$ cat src/rtl/instr_fetch.sv
// Instruction fetch stage: drives the instruction-memory handshake, computes the next PC,
// applies pending branch/jump redirects at the response and holds the IF/ID register.
module instr_fetch #(
   parameter int len = 32
) (
   input  logic           i_clk,
   input  logic           i_rst,
   input  logic [len-1:0] i_pc,
   output logic [len-1:0] o_next_pc,
   output logic           o_pc_en,
   output logic           o_imem_req,
   output logic [len-1:0] o_imem_addr,
   input  logic           i_imem_valid,
   input  logic [len-1:0] i_imem_data,
   input  logic           i_stall,
   input  logic           i_flush,
   input  logic           i_branch_taken,
   input  logic [len-1:0] i_branch_target,
   input  logic           i_jump,
   input  logic [len-1:0] i_jump_target,
   output logic [len-1:0] o_instr,
   output logic [len-1:0] o_pc_plus4,
   output logic           o_valid
);

   typedef enum logic {FETCH, HOLD} state_t;

   state_t         state_q, state_d;
   logic           pend_q, pend_d;
   logic [len-1:0] pend_tgt_q, pend_tgt_d;
   logic [len-1:0] hold_instr_q, hold_instr_d;
   logic [len-1:0] hold_pc4_q, hold_pc4_d;
   logic [len-1:0] instr_q, instr_d;
   logic [len-1:0] pc4_q, pc4_d;
   logic           valid_q, valid_d;

   logic           redir_now, redir_any;
   logic [len-1:0] tgt_now, redir_tgt, pc_plus4;
   logic           req_c, pc_en_c;
   logic           ld_mem, ld_hold, bubble;

   assign pc_plus4  = i_pc + len'(4);
   assign redir_now = i_jump | i_branch_taken;
   assign tgt_now   = i_jump ? i_jump_target : i_branch_target;
   // A redirect arriving this cycle is newer than anything pending, so it wins.
   assign redir_any = redir_now | pend_q;
   assign redir_tgt = redir_now ? tgt_now : pend_tgt_q;

   always_comb begin
      state_d      = state_q;
      pend_d       = pend_q;
      pend_tgt_d   = pend_tgt_q;
      hold_instr_d = hold_instr_q;
      hold_pc4_d   = hold_pc4_q;
      req_c        = 1'b0;
      pc_en_c      = 1'b0;
      o_next_pc    = pc_plus4;
      ld_mem       = 1'b0;
      ld_hold      = 1'b0;
      bubble       = 1'b0;

      if (redir_now) begin
         pend_d     = 1'b1;
         pend_tgt_d = tgt_now;
      end

      case (state_q)
         FETCH: begin
            req_c = 1'b1;
            if (i_imem_valid) begin
               pc_en_c = 1'b1;
               if (redir_any) begin
                  o_next_pc  = redir_tgt;
                  pend_d     = 1'b0;
                  pend_tgt_d = '0;
                  bubble     = ~i_stall;
               end else if (!i_stall) begin
                  ld_mem = 1'b1;
               end else begin
                  // PC still advances; the word waits in the hold buffer until decode frees up.
                  hold_instr_d = i_imem_data;
                  hold_pc4_d   = pc_plus4;
                  state_d      = HOLD;
               end
            end else if (!i_stall) begin
               bubble = 1'b1;
            end
         end
         HOLD: begin
            if (redir_any) begin
               pc_en_c      = 1'b1;
               o_next_pc    = redir_tgt;
               pend_d       = 1'b0;
               pend_tgt_d   = '0;
               hold_instr_d = '0;
               hold_pc4_d   = '0;
               bubble       = ~i_stall;
               state_d      = FETCH;
            end else if (!i_stall) begin
               ld_hold = 1'b1;
               state_d = FETCH;
            end
         end
         default: state_d = FETCH;
      endcase
   end

   always_comb begin
      instr_d = instr_q;
      pc4_d   = pc4_q;
      valid_d = valid_q;
      if (i_flush || bubble) begin
         instr_d = '0;
         pc4_d   = '0;
         valid_d = 1'b0;
      end else if (ld_mem) begin
         instr_d = i_imem_data;
         pc4_d   = pc_plus4;
         valid_d = 1'b1;
      end else if (ld_hold) begin
         instr_d = hold_instr_q;
         pc4_d   = hold_pc4_q;
         valid_d = 1'b1;
      end
   end

   always_ff @(posedge i_clk or negedge i_rst) begin
      if (!i_rst) begin
         state_q      <= FETCH;
         pend_q       <= 1'b0;
         pend_tgt_q   <= '0;
         hold_instr_q <= '0;
         hold_pc4_q   <= '0;
         instr_q      <= '0;
         pc4_q        <= '0;
         valid_q      <= 1'b0;
      end else begin
         state_q      <= state_d;
         pend_q       <= pend_d;
         pend_tgt_q   <= pend_tgt_d;
         hold_instr_q <= hold_instr_d;
         hold_pc4_q   <= hold_pc4_d;
         instr_q      <= instr_d;
         pc4_q        <= pc4_d;
         valid_q      <= valid_d;
      end
   end

   // Handshake outputs are forced low for the whole time reset is held.
   assign o_imem_req  = req_c & i_rst;
   assign o_pc_en     = pc_en_c & i_rst;
   assign o_imem_addr = i_pc;
   assign o_instr     = instr_q;
   assign o_pc_plus4  = pc4_q;
   assign o_valid     = valid_q;

endmodule

$ cat config.mk
export PLATFORM = sky130hd
export DESIGN_NAME = instr_fetch
export DESIGN_NICKNAME = d
export VERILOG_FILES = /design/src/rtl/instr_fetch.sv
export SDC_FILE = /design/constraint.sdc
export NUM_CORES = 1
export LEC_CHECK = 0
export ABC_CLOCK_PERIOD_IN_PS = 1840
export BUFFER_PORTS_ARGS = -buffer_cell sky130_fd_sc_hd__buf_2
export CAP_MARGIN = 20
export CORE_MARGIN = 4
export CORE_UTILIZATION = 46
export DETAILED_ROUTE_END_ITERATION = 8
export GPL_ROUTABILITY_DRIVEN = 0
export PLACE_DENSITY = 0.77
export SLEW_MARGIN = 5
export SYNTH_ARGS = -nofsm -noshare
export SYNTH_HDL_FRONTEND = slang
export SYNTH_SLANG_ARGS = --single-unit
$ cat constraint.sdc
create_clock -name i_clk -period 1.84 [get_ports i_clk]
set_input_delay 0.092 -clock i_clk [delete_from_list [all_inputs] [get_ports i_clk]]
set_output_delay 0.092 -clock i_clk [all_outputs]
set_load 0.01 [all_outputs]
======== Yosys cells after proc, flatten, opt, wreduce, memory -nomap -nowiden ========
Index checks and enable logic that the tools add are counted.
word-level totals
  register bits ........................... 163
  latch bits .............................. 0
  RAM bits ................................ 0
  ROM bits ................................ 0
  bits of input ports ..................... 135
  output and inout port bits .............. 131
  logic and storage cells ................. 68
  memories kept ........................... 0
cells by class
  add/subtract/negate cells ............... 1
  $mul .................................... 0
  divide/modulo/power cells ............... 0
  $lt $le $gt $ge ......................... 0
  equal/unequal tests ..................... 4
  shifts and indexed selects .............. 0
  mux-type cells .......................... 46
  bitwise gates (word level) .............. 6
  reductions and logical operators ........ 3
operators by type and width
  operator                                                          count
  32-bit two-way mux                                                19
  32-bit case mux with 2 select lines                               4
  32-bit by 3-bit adder with 32-bit output (second input constant)  1
  1-bit two-way mux                                                 19
  1-bit case mux with 2 select lines                                4
  2-bit != test (second input constant)                             3
  4-bit AND reduction                                               1
  3-bit nonzero test                                                1
  1-bit bitwise AND                                                 2
  2-bit by 1-bit != test with 1-bit output (second input constant)  1
  1-bit inverter                                                    2
  1-bit OR                                                          2
  1-bit logical OR                                                  1

======== Logic depth before layout (Yosys ltp) ========
Gate-level depths: netlist of the first run.
  depth in word-level cells ............... 7
  gate-level depth with buffers ........... 9
  mapped depth without buffers ............ 6

======== Least setup slack after synthesis of the first run ========
OpenSTA, ideal clock, no wires.
  path kind ............................... register to register
  start point ............................. reg pend_q
  end point ............................... reg pc4_q[14], in the netlist o_pc_plus4[14]
  library setup time ...................... 0.131 ns
  arrival ................................. 1.695 ns
  setup slack ............................. 0.014 ns
  cell stages (with the launch flop) ...... 8
  path buffers ............................ 3
  clock period less this slack ............ 1.826 ns
  cell sequence ........................... dfrtp_1 > or3_1 > buf_2 > or3_1 > buf_6 > buf_6 > a32oi_1 > o21ai_0
between the ends
  cells in the longest elaborated chain, start to end .. 6
  elaborated cells between the ends (all ways) .. 12
  classes of those cells .................. mux (9); bitwise (1); reduce/logical (2)
ends and longest elaborated chain
  item                                                                     line      source
  start: declaration                                                       29        logic pend_q, pend_d;
  start signal: assignment                                                 139       pend_q <= pend_d;
  1-bit OR *                                                               46        assign redir_any = redir_now | pend_q;
  1-bit two-way mux                                                        72, 90
  1-bit two-way mux                                                        70        if (i_imem_valid) begin
  1-bit case mux with 2 select lines or 1-bit two-way mux (tied branches)  67        case (state_q)
  1-bit logical OR or 32-bit two-way mux (tied branches)                   112, 116
  3-bit nonzero test (no line) or 32-bit two-way mux (tied branches)       --
  end signal: assignment                                                   144       pc4_q <= pc4_d;
  end: declaration                                                         34        logic [len-1:0] pc4_q, pc4_d;
Every way passes the cells marked *; elsewhere a longest branch is shown, timed or not.
A chain may end at the register's enable or synchronous reset.

======== Worst setup path in the final report of the first run ========
  start point ............................. reg pend_q
  end point ............................... reg instr_q[12], in the netlist o_instr[12]
between the ends
  cells in the longest elaborated chain, start to end .. 6
  elaborated cells between the ends (all ways) .. 12
  classes of those cells .................. mux (9); bitwise (1); reduce/logical (2)
ends and longest elaborated chain
  item                                                                     line      source
  1-bit OR *                                                               46
  1-bit two-way mux                                                        72, 90
  1-bit two-way mux                                                        70
  1-bit case mux with 2 select lines or 1-bit two-way mux (tied branches)  67
  1-bit logical OR or 32-bit two-way mux (tied branches)                   112, 116
  3-bit nonzero test (no line) or 32-bit two-way mux (tied branches)       --
  end signal: assignment                                                   143       instr_q <= instr_d;
  end: declaration                                                         33        logic [len-1:0] instr_q, instr_d;
Marked as above.

==> qor.yml, run 1 <==
fmax_mhz: 461
worst_ep_required_time_ps: 2200
worst_pin_slew_ps: 656
worst_slack_ps: -331
ant_nets: 0
die_area_um2: 19600
grt_overflow: 0
async_flop_share_pct: 100
fin_tns_setup_ps: -26930
num_rows: 47
cts_made_buffers: 17
power_frac_seq_pct: 42.3
wl_per_cell_um: 22.4
drv_slew: 0
internal_power_w: 0.00671
switching_power_w: 0.00306
finClkSkew_ps: 12.4
antenna_found_initial: 0
die_h_um: 140
cp-start-kind: "flip-flop"
grtUsageTotal_pct: 28.5
n_antenna_cell: 0
clk_pin_slew_ps: 80
ir_worst_vdd_mv: 0.758
cpMostUsedCell: "buf_6"
clockBufferDepth: 2
clock-sinks: 163
crit_path_top_delay_cell: "or4_4"
max_stage_delay_ps: 550
netlist_instances: 793
p_total_w: 0.00977
firstDrtPassIters: 5
cp_max_fo: 5
yosys_warnings: 0
synth_top_cell_area_share_pct: 51.0
grt_first_pass_wirelength_mm: 44.3
p_sw_share_pct: 31.3
dpl.hpwl_mm: 17.6
synth_area_leaders: "dfrtp_1 51%, mux2i_1 12%, o21ai_0 4.9%, a22o_1 4.3%, nand2_1 3.8%"
drc: 0
drive_above_1_share_pct: 45.3
drtIter0Drc: 778
synth_fp_nets: 929
io_pins: 266
synth.top_cells.by_count: "163 x dfrtp_1, 95 x mux2i_1, 81 x nand2_1, 78 x o21ai_0, 76 x nor2_1"
yosysMostFrequentCell: "dfrtp_1"
timing.final.crit_share_pct: 118
place_inst: 1255
cts_tree: "built"
synthFlopType: "dfrtp_1"
powerDensity_nw_per_um2: 785
grt_pass1_vias: 8094
ys_types: 37
wl_mm: 31.3
p_clk_share_pct: 37.4
pwr-share-comb_pct: 20.3
synth_area_um2: 8000
timing_hold_violations_final: 0
syn2layout_area_growth_pct: 55.7
synth_area_per_cell_um2: 10.1
portBuffers: 265
vias: 8184
grt_max_degree: 70
status: "complete, but fails checks"
synth-seq-area-share_pct: 51.0
path_class: "reg2reg"
die_w_um: 140
yosys.area.top_type: "dfrtp_1"
clk_latency_ps: 440
ys_seq_elements: 163
coreArea_um2: 16800
rsz0062_at_grt: "true"
crit_chain: "or3_4 > buf_6 > buf_6 > buf_6 > or4_4 > buf_4 > buf_16 > o21ai_0"
h-tree-depth: 4
cp-end-kind: "flip-flop"
worst_ep_arrival_time_ps: 2530
final_cells: 1401
finalSetupViolCount: 159
violations: "negative setup slack"
min_period_ps: 2170
slew_headroom_pct: 56.0
p_leak_nw: 6.39
cts_root_buf: "clkbuf_16"
cap_violations: 0
start_util_pct: 47.6
final_nets: 1304
synth_edf_count: 0
via_per_inst: 5.84
hp-class: "in2reg"
[layout make-up]
cell class,count,area [µm²]
fill,1046,4370
multi-input combinational,545,4100
sequential,163,4080
timing repair buffer,441,3380
clock buffer,17,425
tap,220,275
clock inverter,15,185
[flip-flops by register name, summed over array words and instances (netlist names)]
signal,cells
hold_instr_q,32
hold_pc4_q,32
o_instr,32
o_pc_plus4,32
o_valid,1
pend_q,1
pend_tgt_q,32
state_q,1
[critical path: cells and delay by family, from the launching register on]
kind                   cells  cell delay (ps)
DFF                        1              380
buffers and inverters      5              660
and+or+nand+nor            2              880
AOI/OAI and AO/OA          1              170
[path summary, 6_finish.rpt]
| kind | slack (ps) | cells past startpoint | to | from |
|---|---|---|---|---|
| max | -330 | 8 | o_instr[12] | pend_q |
| min | 40 | 5 | pend_tgt_q[8] | i_branch_target[8] |
| max reg2reg | -330 | 8 | o_instr[12] | pend_q |
| min reg2reg | 470 | 2 | o_instr[6] | o_instr[6] |
| max in group asynchronous | 850 | 4 | hold_instr_q[21] | i_rst |
| min in group asynchronous | 150 | 2 | pend_tgt_q[8] | i_rst |
[kinds of logic (layout without fill, tap and decap cells)]
family / after synthesis / in the layout / synth area share (%)
fa+ha+maj: 1 / 1 / 0.156
flops: 163 / 163 / 51.0
compound gates: 205 / 205 / 15.7
simple gates: 215 / 216 / 11.9
mux: 95 / 95 / 11.9
xor+xnor: 28 / 28 / 3.07
buf+inv: 86 / 473 / 6.30
[per-stage QoR]
| stage | util (%) | setup slack (ps) | cell area, µm² | hold slack [ps] |
|---|---|---|---|---|
| final | 74.0 | -331 | 12500 | 42.4 |
| after global routing | 74.0 | -401 | 12500 | 41.0 |
| after CTS | 69.1 | -287 | 11600 | 2.68 |
| after detailed placement | 57.7 | -54.9 | 9710 | 33.2 |
| after global placement | 57.7 | 28.1 | 9710 | 33.3 |
| after floorplan | - | 13.8 | 8000 | -204 |
[what timing repair did]
item	4_1_cts	5_1_grt
resized for setup	86	181
hold endpoints to repair	170	0
hold buffers	68	0
setup endpoints to repair	51	162
buffers inserted	12	18
gates cloned	10	12
pin swaps	30	61
[power groups by stage]
stage / clock (W) / combinational [W] / sequential [W]
6_report: 0.00366 / 0.00198 / 0.00414
3_3_place_gp: 0 / 0.00140 / 0.00411
3_5_place_dp: 0 / 0.00143 / 0.00413
5_1_grt: 0.00383 / 0.00212 / 0.00417
2_1_floorplan: 0 / 0.000808 / 0.00409
4_1_cts: 0.00364 / 0.00167 / 0.00407
[layer usage]
layer	up-vias	share of wire [%]	GRT usage, %
met5	-	0	0
met1	4006	37	35.5
met4	0	3.6	8.87
met2	518	51	49.3
li1	3557	-	-
met3	103	8.1	6.52
[layout by cell type, fill, tap and decap left out, types with 7 or more instances in the layout]
cell | Yosys | routed
buf_2 | 7 | 262
dfrtp_1 | 163 | 163
mux2i_1 | 95 | 92
nor2_1 | 76 | 73
dlygate4sd3_1 | 0 | 68
buf_4 | 32 | 54
nand2_1 | 81 | 51
o21ai_2 | 0 | 50
a21oi_1 | 47 | 44
a22o_1 | 39 | 39
clkbuf_16 | 0 | 26
buf_6 | 7 | 24
o21ai_1 | 3 | 22
xor2_1 | 21 | 21
nand2_4 | 0 | 19
buf_12 | 0 | 15
nand4_1 | 13 | 13
o22ai_2 | 0 | 12
nand3_1 | 11 | 11
nand2_2 | 1 | 11
a22oi_2 | 0 | 11
nor3_1 | 7 | 7
xnor2_1 | 7 | 7
inv_8 | 0 | 7
Power figures use the tool's default switching activity.
==> run 2: changes to the inputs <==
Settings changed: ABC_CLOCK_PERIOD_IN_PS 1840 to 1800, MAX_ROUTING_LAYER set to met4.
Clock period 1.84 ns to 1.8 ns, I/O delays scaled along.
==> run 2 against run 1 <==
Compared with the run above:
- the flow still finishes with violations (negative setup slack)
- die area is the same
- register-to-register slack improved by 40 ps
- critical path type is now reg2out
- final area shrank 2.1%
- global-route usage grew 1.0 points
- clock power about the same
- setup slack lost 120 ps
- power is essentially flat
- sequential power about the same
- clock-buffer cell count unchanged
- clock skew is essentially flat
- critical path depth shrank 1
- critical endpoint is now o_next_pc[20]
==> qor.yml, run 2 (synthesized netlist as in run 1, its figures left out) <==
status: "complete, but fails checks"
violations: "negative setup slack"
final_nets: 1305
startpoint: "pend_q"
drv_slew: 0
finClkSkew_ps: 12.6
grt_first_pass_wirelength_mm: 44.7
timing_hold_violations_final: 0
clock-sinks: 163
cts_tree: "built"
cp-start-kind: "flip-flop"
timing.final.crit_share_pct: 125
fillCellCount: 1125
rsz0062_at_grt: "true"
grt_max_degree: 103
clk_pin_slew_ps: 80
ir_worst_vdd_mv: 0.758
n_antenna_cell: 0
antenna_found_initial: 0
timing.rr.start: "pend_q"
die_area_um2: 19600
finalSetupViolCount: 161
firstDrtPassIters: 9
slew_headroom_pct: 62.9
cpMostUsedCell: "buf_6"
crit_chain: "or3_4 > buf_6 > buf_6 > o21ai_4 > buf_12 > mux2i_2 > buf_2"
cap_violations: 0
io_pins: 266
vias: 8104
fin_area_um2: 12200
dp_slack_ps: -100
final-seq-area_um2: 4080
drtIter0Drc: 681
use_met3_pct: 6.04
portBuffers: 265
max_stage_delay_ps: 410
grtUsageTotal_pct: 29.5
drc: 0
min_period_ps: 2250
h-tree-depth: 4
fmax_mhz: 444
worst_pin_slew_ps: 557
syn2layout_area_growth_pct: 52.4
post-route-util_pct: 72.5
cp-end-kind: "primary output"
grt_pass1_vias: 8131
coreArea_um2: 16800
cts_root_buf: "clkbuf_16"
worst_ep_arrival_time_ps: 2160
start_util_pct: 47.6
die_h_um: 140
crit_path_top_delay_cell: "dfrtp_1"
dpl.hpwl_mm: 18.0
drive_above_1_share_pct: 41.8
hold_ws_ps: 35.9
cp_max_fo: 7
die_w_um: 140
cts_made_buffers: 17
busiest_layer: "met2"
worst_ep_required_time_ps: 1710
final_common_cell: "buf_2"
multi_input_area_um2: 3880
wl_per_cell_um: 21.4
layout_common_cells: "263 x buf_2, 163 x dfrtp_1, 90 x mux2i_1"
wl_mm: 30.0
hp-class: "in2reg"
num_rows: 47
grt_overflow: 0
p_leak_nw: 6.33
ant_nets: 0
worst_slack_ps: -450
clockBufferDepth: 2
use_met2_pct: 49.5
via_per_inst: 5.78
powerDensity_nw_per_um2: 801
path_class: "reg2out"
grt_util_met1_pct: 35.5
clk_latency_ps: 440
dpl_cell_area_um2: 9770
hold_start: "i_stall"
run 2: cell count changes in the layout (fill, tap and decap cells not counted), sizes merged:
cell         before  now
clkinv            7    6
dlygate4sd3      68   67
buf             363  369
inv               7    9
clkbuf           26   23
clkinvlp          1    0
bufbuf            1    0
run 2: power by group:
part / total, W / internal, W / leakage, nW / switching, W
logic: 0.00190 / 0.000892 / 3.84 / 0.00101
clock network: 0.00369 / 0.00189 / 0.295 / 0.00181
registers: 0.00417 / 0.00399 / 2.19 / 0.000181
run 2: area by class of cell:
| class | instances | area share (%) |
|---|---|---|
| clock buffer | 17 | 3.49 |
| clock inverter | 15 | 1.45 |
| multi-input combinational | 545 | 31.8 |
| sequential | 163 | 33.5 |
| tap | 220 | 2.26 |
| timing repair buffer | 442 | 27.5 |
run 2: worst paths after layout:
| check | end | slack (ps) | cells past startpoint |
|---|---|---|---|
| setup reg to reg | o_pc_plus4[18] | -290 | 7 |
| setup / recovery | o_next_pc[20] | -450 | 7 |
| min in group asynchronous | hold_pc4_q[0] | 50 | 2 |
| max in group asynchronous | o_instr[25] | 960 | 3 |
| hold / removal | state_q | 40 | 2 |
| hold reg to reg | o_pc_plus4[10] | 480 | 1 |
run 2: per-stage QoR:
| step | total power [W] | TNS (ps) | cells |
|---|---|---|---|
| finish | 0.00976 | -37020 | 1402 |
| global route | 0.0102 | -44680 | 1402 |
| CTS | 0.00963 | -23050 | 1389 |
| detailed placement | 0.00570 | -2190 | 1260 |
| global placement | 0.00565 | -355 | 1260 |
| floorplan | 0.00501 | -10.4 | 793 |
run 2: metal layers:
layer	up-vias	routed length, µm
li1	3566	-
met5	-	0
met1	3975	11300
met3	97	2230
met2	466	15300
met4	0	1100
run 2: timing repair:
action | 4_1_cts | 5_1_grt
gates resized for setup | 131 | 52
setup buffers | 20 | 9
gates cloned | 10 | 9
hold buffers | 67 | 0
pin swaps | 63 | 26
endpoints found under the hold margin | 260 | 0
setup endpoints to repair | 87 | 162
run 2: critical path: cells and delay by family (launching register included):
kind / cells / cell delay (ps)
AOI/OAI and AO/OA: 1 / 150
and+or+nand+nor: 1 / 340
DFF: 1 / 410
buffers and inverters: 4 / 600
muxes: 1 / 220
